File: src/rtl/jtag_ir_dr.sv
// jtag_ir_dr -- instruction and data register stage behind a JTAG TAP controller.
//
// The TAP controller supplies its current state on tap_state. This block
// implements the instruction register, the IDCODE, BYPASS and USER data
// registers, and the registered tdo mux. USER gives the core a parallel
// capture (user_in) and update (user_out / user_update) window.
//
// Ports:
//   tck          in   sole clock, all logic on the rising edge
//   trst         in   synchronous active-high reset
//   tap_state    in   4-bit TAP state encoding from the controller
//   tdi          in   serial data in
//   tdo          out  registered serial data out
//   tdo_en       out  high while tdo carries shifted data
//   user_in      in   parallel value captured into USER on CaptureDr
//   user_out     out  last value written by UpdateDr under USER
//   user_update  out  one-cycle pulse when user_out is written
//   ir_out       out  active instruction
module jtag_ir_dr #(
    parameter int          IR_WIDTH     = 4,
    parameter logic [31:0] IDCODE_VALUE = 32'h1000_0001,
    parameter int          USER_WIDTH   = 8   // must be >= 2
) (
    input  logic                  tck,
    input  logic                  trst,
    input  logic [3:0]            tap_state,
    input  logic                  tdi,
    output logic                  tdo,
    output logic                  tdo_en,
    input  logic [USER_WIDTH-1:0] user_in,
    output logic [USER_WIDTH-1:0] user_out,
    output logic                  user_update,
    output logic [IR_WIDTH-1:0]   ir_out
);

    typedef enum logic [3:0] {
        TEST_LOGIC_RESET = 4'd0,
        RUN_TEST_IDLE    = 4'd1,
        SELECT_DR_SCAN   = 4'd2,
        CAPTURE_DR       = 4'd3,
        SHIFT_DR         = 4'd4,
        EXIT1_DR         = 4'd5,
        PAUSE_DR         = 4'd6,
        EXIT2_DR         = 4'd7,
        UPDATE_DR        = 4'd8,
        SELECT_IR_SCAN   = 4'd9,
        CAPTURE_IR       = 4'd10,
        SHIFT_IR         = 4'd11,
        EXIT1_IR         = 4'd12,
        PAUSE_IR         = 4'd13,
        EXIT2_IR         = 4'd14,
        UPDATE_IR        = 4'd15
    } tap_state_e;

    localparam logic [IR_WIDTH-1:0] OP_IDCODE = IR_WIDTH'(4'b0001);
    localparam logic [IR_WIDTH-1:0] OP_USER   = IR_WIDTH'(4'b1000);

    // One shift register serves both IDCODE and USER; it must hold the wider.
    localparam int DR_W = (USER_WIDTH > 32) ? USER_WIDTH : 32;

    tap_state_e st;
    assign st = tap_state_e'(tap_state);

    logic [IR_WIDTH-1:0]   ir_q;
    logic [IR_WIDTH-1:0]   ir_shift_q;
    logic [DR_W-1:0]       dr_shift_q;
    logic                  bypass_q;
    logic [USER_WIDTH-1:0] user_out_q;
    logic                  user_update_q;
    logic                  tdo_q;
    logic                  tdo_en_q;

    always_ff @(posedge tck) begin
        if (trst || st == TEST_LOGIC_RESET) begin
            ir_q          <= OP_IDCODE;
            ir_shift_q    <= '0;
            dr_shift_q    <= '0;
            bypass_q      <= 1'b0;
            user_out_q    <= '0;
            user_update_q <= 1'b0;
            tdo_q         <= 1'b0;
            tdo_en_q      <= 1'b0;
        end else begin
            user_update_q <= 1'b0;
            tdo_en_q      <= (st == SHIFT_IR) || (st == SHIFT_DR);
            case (st)
                CAPTURE_IR: ir_shift_q <= IR_WIDTH'(2'b01);
                SHIFT_IR: begin
                    tdo_q      <= ir_shift_q[0];
                    ir_shift_q <= {tdi, ir_shift_q[IR_WIDTH-1:1]};
                end
                UPDATE_IR: ir_q <= ir_shift_q;
                CAPTURE_DR: begin
                    case (ir_q)
                        OP_IDCODE: dr_shift_q <= DR_W'(IDCODE_VALUE);
                        OP_USER:   dr_shift_q[USER_WIDTH-1:0] <= user_in;
                        default:   bypass_q <= 1'b0;
                    endcase
                end
                SHIFT_DR: begin
                    // tdi enters at the MSB of the selected register's width,
                    // so over-long scans pass tdi through after N edges.
                    case (ir_q)
                        OP_IDCODE: begin
                            tdo_q            <= dr_shift_q[0];
                            dr_shift_q[31:0] <= {tdi, dr_shift_q[31:1]};
                        end
                        OP_USER: begin
                            tdo_q <= dr_shift_q[0];
                            dr_shift_q[USER_WIDTH-1:0] <=
                                {tdi, dr_shift_q[USER_WIDTH-1:1]};
                        end
                        default: begin
                            tdo_q    <= bypass_q;
                            bypass_q <= tdi;
                        end
                    endcase
                end
                UPDATE_DR: begin
                    if (ir_q == OP_USER) begin
                        user_out_q    <= dr_shift_q[USER_WIDTH-1:0];
                        user_update_q <= 1'b1;
                    end
                end
                default: ;  // Select/Exit/Pause/RunTestIdle hold everything
            endcase
        end
    end

    assign tdo         = tdo_q;
    assign tdo_en      = tdo_en_q;
    assign user_out    = user_out_q;
    assign user_update = user_update_q;
    assign ir_out      = ir_q;

endmodule

File: config.mk
export PLATFORM = sky130hd
export DESIGN_NAME = jtag_ir_dr
export DESIGN_NICKNAME = d
export VERILOG_FILES = /design/src/rtl/jtag_ir_dr.sv
export SDC_FILE = /design/constraint.sdc
export NUM_CORES = 1
export LEC_CHECK = 0
export ABC_AREA = 1
export BUFFER_PORTS_ARGS = -buffer_cell sky130_fd_sc_hd__buf_2
export CAP_MARGIN = 20
export CORE_MARGIN = 5
export CORE_UTILIZATION = 35
export CTS_BUF_LIST = sky130_fd_sc_hd__clkbuf_4 sky130_fd_sc_hd__clkbuf_8
export DETAILED_ROUTE_END_ITERATION = 12
export SYNTH_ARGS = -nofsm -noshare
export SYNTH_HDL_FRONTEND = slang
export SYNTH_SLANG_ARGS = --single-unit
File: constraint.sdc
create_clock -name tck -period 1.8 [get_ports tck]
set_input_delay 0.18 -clock tck [delete_from_list [all_inputs] [get_ports tck]]
set_output_delay 0.18 -clock tck [all_outputs]
set_load 0.005 [all_outputs]
After elaboration in Yosys (flattened, before gate mapping)
Index checks and enable logic that the tools add are counted.
{"block": "word_totals", "reg_bits": 52, "latch_bits": 0, "ram_bits": 0, "rom_bits": 0, "inputBits": 15, "n_memories": 0}
{"block": "classes", "addsub": 0, "n_mul": 0, "n_div": 0, "magnitude_cmp": 0, "eq_ne": 14, "n_shift": 0, "mux": 12, "n_bitwise": 1, "reduce_logical": 12}
{"operator": "32-bit case mux with 2 select lines", "n": 1}
{"operator": "24-bit two-way mux", "n": 2}
{"operator": "8-bit case mux with 2 select lines", "n": 2}
{"operator": "4-bit equality test, second input constant", "n": 5}
{"operator": "3-bit AND reduction", "n": 3}
{"operator": "4-bit case mux with 2 select lines", "n": 1}
{"operator": "2-bit inequality test, second input constant", "n": 3}
{"operator": "2-bit nonzero test", "n": 3}
{"operator": "4-bit by 1-bit equality test with 1-bit output, second input constant", "n": 1}
{"operator": "4-bit by 2-bit equality test with 1-bit output, second input constant", "n": 1}
{"operator": "4-bit by 3-bit equality test with 1-bit output, second input constant", "n": 1}
{"operator": "4-bit logical NOT", "n": 1}
{"operator": "1-bit two-way mux", "n": 4}
{"operator": "1-bit case mux with 2 select lines", "n": 2}
{"operator": "2-bit OR reduction", "n": 2}
{"operator": "3-bit by 1-bit inequality test with 1-bit output, second input constant", "n": 1}
{"operator": "3-bit inequality test, second input constant", "n": 1}
{"operator": "1-bit logical OR", "n": 2}
{"operator": "2-bit by 1-bit inequality test with 1-bit output, second input constant", "n": 1}
{"operator": "2-bit AND reduction", "n": 1}
{"operator": "1-bit NOT", "n": 1}

Depth between registers and ports, before layout
Gate-level depths: netlist of run 1.
{"block": "logic_depth", "ltp_word": 4, "depth_mapped": 9}

Least setup slack after synthesis of run 1
OpenSTA, ideal clock, no wires.
{"block": "synth_path", "path_type": "register to register", "startpoint": "register ir_q[0] (netlist: ir_out[0])", "endpoint": "register dr_shift_q[14]", "setup_ps": 132, "arrival_ps": 1084, "required_ps": 1668, "slack_ps": 583, "path_stages_with_launch": 9, "path_buffers": 1, "synth_period_minus_slack_ps": 1217, "cell_sequence": "dfxtp_1 -> inv_1 -> nor2_1 -> nand2_2 -> inv_1 -> nand2_2 -> buf_4 -> nand2_1 -> a21oi_1"}
{"block": "synth_between", "elab_chain_len": 3}
{"element": "start, declared", "line_no": "64", "rtl": "logic [IR_WIDTH-1:0] ir_q;"}
{"element": "start signal, assigned", "line_no": "92", "rtl": "UPDATE_IR: ir_q <= ir_shift_q;"}
{"element": "4-bit by 1-bit equality test with 1-bit output *", "line_no": "94, 103"}
{"element": "2-bit inequality test (no line) or 2-bit by 1-bit inequality test with 1-bit output (tied branches)"}
{"element": "3-bit AND reduction (no line) *"}
{"element": "end signal, assigned", "line_no": "95", "rtl": "OP_IDCODE: dr_shift_q <= DR_W'(IDCODE_VALUE);"}
{"element": "end signal, assigned by index", "line_no": "96", "rtl": "OP_USER: dr_shift_q[USER_WIDTH-1:0] <= user_in;"}
{"element": "end signal, assigned", "line_no": "106", "rtl": "dr_shift_q[31:0] <= {tdi, dr_shift_q[31:1]};"}
{"element": "end, declared", "line_no": "66", "rtl": "logic [DR_W-1:0] dr_shift_q;"}
Every way passes the cells marked *; elsewhere a longest branch is shown, timed or not.
A chain may end at the register's enable or synchronous reset.

Worst setup path after layout of run 1
{"block": "layout_path", "startpoint": "register ir_q[1] (netlist: ir_out[1])", "endpoint": "register dr_shift_q[17]"}
Same word-level chain as after synthesis.

==> impl_metrics.ini, run 1 <==
[final_layout]
final_cell_mix = 101 x nand2_1, 52 x dfxtp_1, 49 x a21oi_1
nNetsFinal = 332
finalNonFillerCells = 393
multi_input_area_um2 = 936
ff_latch_area_um2 = 1040
synthToLayoutAreaGrowth_pct = 12.6
drive_above_1_share_pct = 17.3
final_common_cell = nand2_1
fill_cells = 630
antenna_cells = 0

[power_and_ir_drop]
power_frac_seq_pct = 55.1
power_leakage_nw = 1.04
p_switching_uw = 504
power_density_nw_per_um2 = 881
clockPowerShare_pct = 37.3
peakVddDrop_v = 0.000436
comb_power_share_pct = 7.5
swShare_pct = 23.6
p_int_mw = 1.63

[route]
drc_errors = 0
dr_total_vias = 1854
drt.antenna.violating_nets = 0
wl_um = 4250
drt_iter0_drc = 90
wl_per_cell_um = 10.8
routed_via_density = 4.72
dr.pass1.iters = 4

[yosys]
synth_top_family_by_area = simple AND/OR/NAND/NOR gates
yosys.area_share.simple_pct = 27.9
postSynthCellCount = 291
muxShareOfSynthArea_pct = 0
ys_ff_latch = 52
synth_compound_area_share_pct = 15.6
syn_nets = 306
netlist-cell-type-count = 20
yosysSeqAreaShare_pct = 48.3
syn_area_um2 = 2150
synth_xor_area_share_pct = 0
avgSynthCellArea_um2 = 7.40
synth_fa_ha_area_share_pct = 0
yosys_warnings = 0

[sta]
setup_viol = 0
period_needed_ns = 1.47
worst_pin_slew_ns = 0.469
fmax_ghz = 0.682
clock_skew_ns = 0.0130
finalSetupTns_ns = 0
post-route-period-util_pct = 81.4
grt_setup_unrepaired = false
finalHoldViolCount = 0
slew_viol_final = 0
relSlewSlack_pct = 68.6
fin_ws_ns = 0.334

[worst_setup_path]
worst-setup-path-type = reg -> reg
cp.required_ns = 2.03
worstSetupEndpointType = register
rrSetupSlack_ns = 0.33
reg2reg_to = dr_shift_q[17]
crit_end = dr_shift_q[17]
crit_start = ir_out[1]
crit_arrival_ns = 1.70
crit_fanout = 22
r2r_start = ir_out[1]
reg2reg_depth = 5
crit_path_start_kind = register

[cts]
post_cts_buffers = 0
path_clk_slew_ns = 0.10
cts_max_path_buffers = 2
cts_made_buffers = 5
cts_tree = yes
cts-root-buf = clkbuf_8
cts_resized = 0
ctsHoldBuffers = 0
clk_latency_ns = 0.31
clkSinkCount = 52
htree_levels = 2

[global_routing]
grt.total_usage_pct = 11.8
busiest_layer = met2
met3_usage_pct = 3.54
grt_pass1_wl_um = 7310
gr-total-overflow = 0
gr-usage-met1_pct = 15.0
grtUsageMet2_pct = 19.1
grt_max_degree = 28
grt_pass1_vias = 1601
grt_antenna_before_repair = 0

[placement]
dp_hpwl_um = 2860
gp_congestion = 0.722
place_ws_ns = 0.344
portBuffers = 29
post-place-cells = 385

[floorplanning]
fp.dieH_um = 88.4
die_width_um = 88.4
std_cell_rows = 28
dieArea_um2 = 7820
ios = 30
core-area_um2 = 5960
start_util_pct = 36.2

[hold_path]
hold_path_class = in -> reg

[outcome]
outcome = complete, no violations

[run]
cap_violations = 0
worst min path at each step:
stage	start	end	slack [ns]	depth (start not counted)
CTS	tdi	ir_shift_q[3]	0.12	3
floorplan	tdi	ir_shift_q[3]	0.32	2
detailed placement	dr_shift_q[26]	dr_shift_q[26]	0.45	2
global placement	tdi	ir_shift_q[3]	0.45	3
finish	tdi	ir_shift_q[3]	0.13	3
global route	tdi	ir_shift_q[3]	0.13	3
cell families (layout without fill, tap and decap cells):
group                  after synthesis  count (layout)
and+or+nand+nor                    139             139
AOI/OAI and AO/OA                   66              66
DFF                                 52              52
buffers and inverters               34              61
power by group through the flow:
stage	Sequential (mW)	Combinational, mW	Clock (mW)
6_report	1.18	0.161	0.797
5_1_grt	1.18	0.185	0.876
4_1_cts	1.18	0.163	0.828
3_5_place_dp	1.20	0.162	0
3_3_place_gp	1.20	0.162	0
2_1_floorplan	1.20	0.125	0
Yosys cell counts (all sizes together):
cell type | count | area, um^2
a21oi | 49 | 245
nor3 | 3 | 15.0
o21ai | 15 | 75.1
nor2 | 21 | 111
a211oi | 1 | 7.51
nand2 | 109 | 444
clkbuf | 1 | 3.75
nand3 | 6 | 30.0
dfxtp | 52 | 1040
inv | 22 | 82.6
a21o | 1 | 7.51
buf | 11 | 90.1
flip-flops by register name, indices dropped and copies added, names as in the netlist:
register	flops
user_update	1
dr_shift_q	32
tdo_en	1
tdo	1
ir_out	4
ir_shift_q	4
bypass_q	1
user_out	8
metrics by stage:
step	power, mW	hold slack, ns	cell area [um^2]	utilization, %
floorplan	1.33	0.323	2150	-
global placement	1.36	0.450	2310	38.8
detailed placement	1.37	0.453	2310	38.8
CTS	2.17	0.124	2420	40.7
global route	2.24	0.132	2420	40.7
finish	2.14	0.129	2420	40.7
area by class of cell:
cell class | count | area share (%)
multi-input combinational | 205 | 38.6
sequential | 52 | 42.9
clock inverter | 3 | 1.75
timing repair buffer | 31 | 6.60
tap | 75 | 3.87
clock buffer | 5 | 2.84
inverter | 22 | 3.41
metal layers:
metal,wire [um],part of all wire (%),vias up
met2,1930,46,25
met1,2020,48,850
met4,59,1.4,0
li1,-,-,973
met3,228,5.4,6
met5,0,0,-
worst max-delay path, cell delays in order, from the launching register on:
cell and delay (ns):
dfxtp_1 0.33, nor2_1 0.21, nand2_2 0.17, nor2_4 0.41, nand2_1 0.10, a21oi_1 0.17
(Power assumes the default switching activity.)
==> inputs of run 2 (changes only) <==
Settings changed: ABC_AREA 1 to 0.
Clock period 1.8 ns to 1.2 ns, I/O delays scaled along.
==> impl_metrics.ini, run 2 <==
[worst_setup_path]
crit_path_start_kind = register
reg2reg_depth = 6
crit_chain = buf_6 -> nor4b_4 -> nand3_2 -> buf_6 -> mux2i_1 -> nor2_1
worstSetupEndpointType = register
rrSetupSlack_ns = -0.19
worst-setup-path-type = reg -> reg
cp.required_ns = 1.41
path_delay_family = simple AND/OR/NAND/NOR gates
crit_top_cell = buf_6
r2r_start = ir_out[0]
crit_arrival_ns = 1.60
cp_slowest_cell = dfxtp_2
reg2reg_to = user_out[7]
crit_fanout = 5
worst-path-buf-inv = 2
max_stage_delay_ns = 0.35

[power_and_ir_drop]
p_switching_uw = 735
peakVddDrop_v = 0.000519
power_leakage_nw = 1.15
clockPowerShare_pct = 36.7
power_density_nw_per_um2 = 1140
comb_power_share_pct = 8.6
swShare_pct = 22.8
p_int_mw = 2.49
power_frac_seq_pct = 54.7

[sta]
grt_setup_unrepaired = true
whs_ns = 0.0780
worst_pin_slew_ns = 0.616
relSlewSlack_pct = 58.9
period_needed_ns = 1.39
fin_ws_ns = -0.192
setup_viol = 43
finalHoldViolCount = 0
finalSetupTns_ns = -6.10
fmax_ghz = 0.719
slew_viol_final = 0
post-route-period-util_pct = 116
clock_skew_ns = 0.00759

[global_routing]
grt.total_usage_pct = 13.3
grt_pass1_wl_um = 8130
grt_max_degree = 25
grt_pass1_vias = 1759
grt_antenna_before_repair = 0
gr-total-overflow = 0

[placement]
dp_hpwl_um = 3190
gp_congestion = 0.848
portBuffers = 29

[hold_path]
min_to = dr_shift_q[2]
holdPathStages = 3
hold_path_class = in -> reg
min_from = user_in[2]

[yosys]
syn_nets = 231
yosys.area.top_type = dfxtp_1
synth.most_common_cell = dfxtp_1
ys_top_cells_by_area = dfxtp_1 51%, nor2_1 9.2%, a22oi_1 8.1%
ys_ff_latch = 52
synth_top_area_share_pct = 51.0
synth_edf_count = 0
yosys_warnings = 0
synthTopCellsByCount = 52 x dfxtp_1, 50 x nor2_1, 22 x a22oi_1
synthFlopType = dfxtp_1
netlist-cell-type-count = 34
yosysSeqAreaShare_pct = 51.0
postSynthCellCount = 216
async_flop_share_pct = 0
syn_area_um2 = 2040
avgSynthCellArea_um2 = 9.45

[final_layout]
largest-register = dr_shift_q
nNetsFinal = 285
synthToLayoutAreaGrowth_pct = 38.3
final_cell_mix = 48 x nor2_1, 48 x dfxtp_1, 29 x buf_2
final_util_pct = 50.6
largest_register_ffs = 32
fill_cells = 532
antenna_cells = 0
drive_above_1_share_pct = 41.0

[route]
routed_via_density = 5.14
drt_iter0_drc = 47
wl_um = 4630
drt.antenna.violating_nets = 0
drc_errors = 0
dr.pass1.iters = 4
wl_per_cell_um = 13.5
dr_total_vias = 1762

[outcome]
violations = negative setup slack
outcome = finished, violations left

[cts]
clk_latency_ns = 0.30
path_clk_slew_ns = 0.10
cts-root-buf = clkbuf_8
htree_levels = 2
clkSinkCount = 52
cts_max_path_buffers = 2
cts_made_buffers = 5
cts_tree = yes

[floorplanning]
core-area_um2 = 5570
die_width_um = 86.4
std_cell_rows = 27
dieArea_um2 = 7460
ios = 30
fp.dieH_um = 86.4
start_util_pct = 36.6

[run]
cap_violations = 0
[run 2: changes by cell type after synthesis, sizes merged, moves of 3 or more]
cell	before	now
nand2	109	10
a21oi	49	7
nor2	21	50
a22oi	0	22
inv	22	3
mux2i	0	11
a221oi	0	7
o21ai	15	9
clkbuf	1	5
nor4b	0	3
[run 2: metrics by stage]
stage | setup WS (ns) | instance area (um^2) | power (mW) | instances
global placement | -0.251 | 2580 | 2.06 | 332
floorplan | -0.179 | 2220 | 1.96 | 216
detailed placement | -0.277 | 2580 | 2.06 | 332
finish | -0.192 | 2820 | 3.22 | 343
CTS | -0.210 | 2780 | 3.26 | 343
global route | -0.272 | 2820 | 3.37 | 343
[run 2: worst max-delay path by stage]
| stage | start | end | slack (ns) | cells past startpoint |
|---|---|---|---|---|
| finish | ir_out[0] | user_out[7] | -0.19 | 6 |
| global route | ir_out[1] | dr_shift_q[6] | -0.27 | 4 |
| CTS | ir_out[3] | dr_shift_q[28] | -0.21 | 4 |
| detailed placement | ir_out[1] | dr_shift_q[28] | -0.28 | 4 |
| global placement | ir_out[0] | dr_shift_q[5] | -0.25 | 4 |
| floorplan | tap_state[1] | dr_shift_q[1] | -0.18 | 5 |
[run 2: kinds of logic after synthesis]
| kind of cell | after synthesis | share of synthesized area (%) |
|---|---|---|
| simple gates | 77 | 17.6 |
| compound gates | 57 | 20.8 |
| flops | 52 | 51.0 |
| buf+inv | 17 | 4.23 |
| mux | 12 | 5.95 |
| xor+xnor | 1 | 0.429 |
[run 2: worst reg2reg max path, delay by kind of cell, from the launching register on]
kind | cells | cell delay (ns)
buffers and inverters | 2 | 0.30
AND/OR/NAND/NOR | 3 | 0.50
flip-flops | 1 | 0.35
multiplexers | 1 | 0.15
[run 2: per-layer routing]
metal	part of all wire (%)	up-vias	track usage, %
met5	0	-	0
met4	0.89	0	3.82
met3	3.6	4	2.95
met2	45	30	20.9
met1	50	835	18.4
li1	-	893	-
[run 2: layout make-up]
type,instances,area (um^2),share of cell area [%]
clock buffer,5,68.8,2.44
clock inverter,3,42.5,1.51
inverter,3,11.3,0.399
multi-input combinational,147,1120,39.8
sequential,52,1050,37.2
tap,72,90.1,3.19
timing repair buffer,61,435,15.4
[run 2: timing repair]
action,4_1_cts,5_1_grt
endpoints found under the setup margin,43,43
hold buffers,1,0
gates resized for setup,14,8
pin swaps,3,4
setup buffers,1,0
gates cloned,1,0
hold endpoints to repair,1,0
[run 2: power groups by stage]
| stage | sequential [mW] | clock, mW | combinational, mW |
|---|---|---|---|
| final | 1.76 | 1.18 | 0.277 |
| after global routing | 1.77 | 1.30 | 0.305 |
| after CTS | 1.76 | 1.23 | 0.269 |
| after detailed placement | 1.81 | 0 | 0.257 |
| after global placement | 1.81 | 0 | 0.256 |
| after floorplan | 1.80 | 0 | 0.156 |
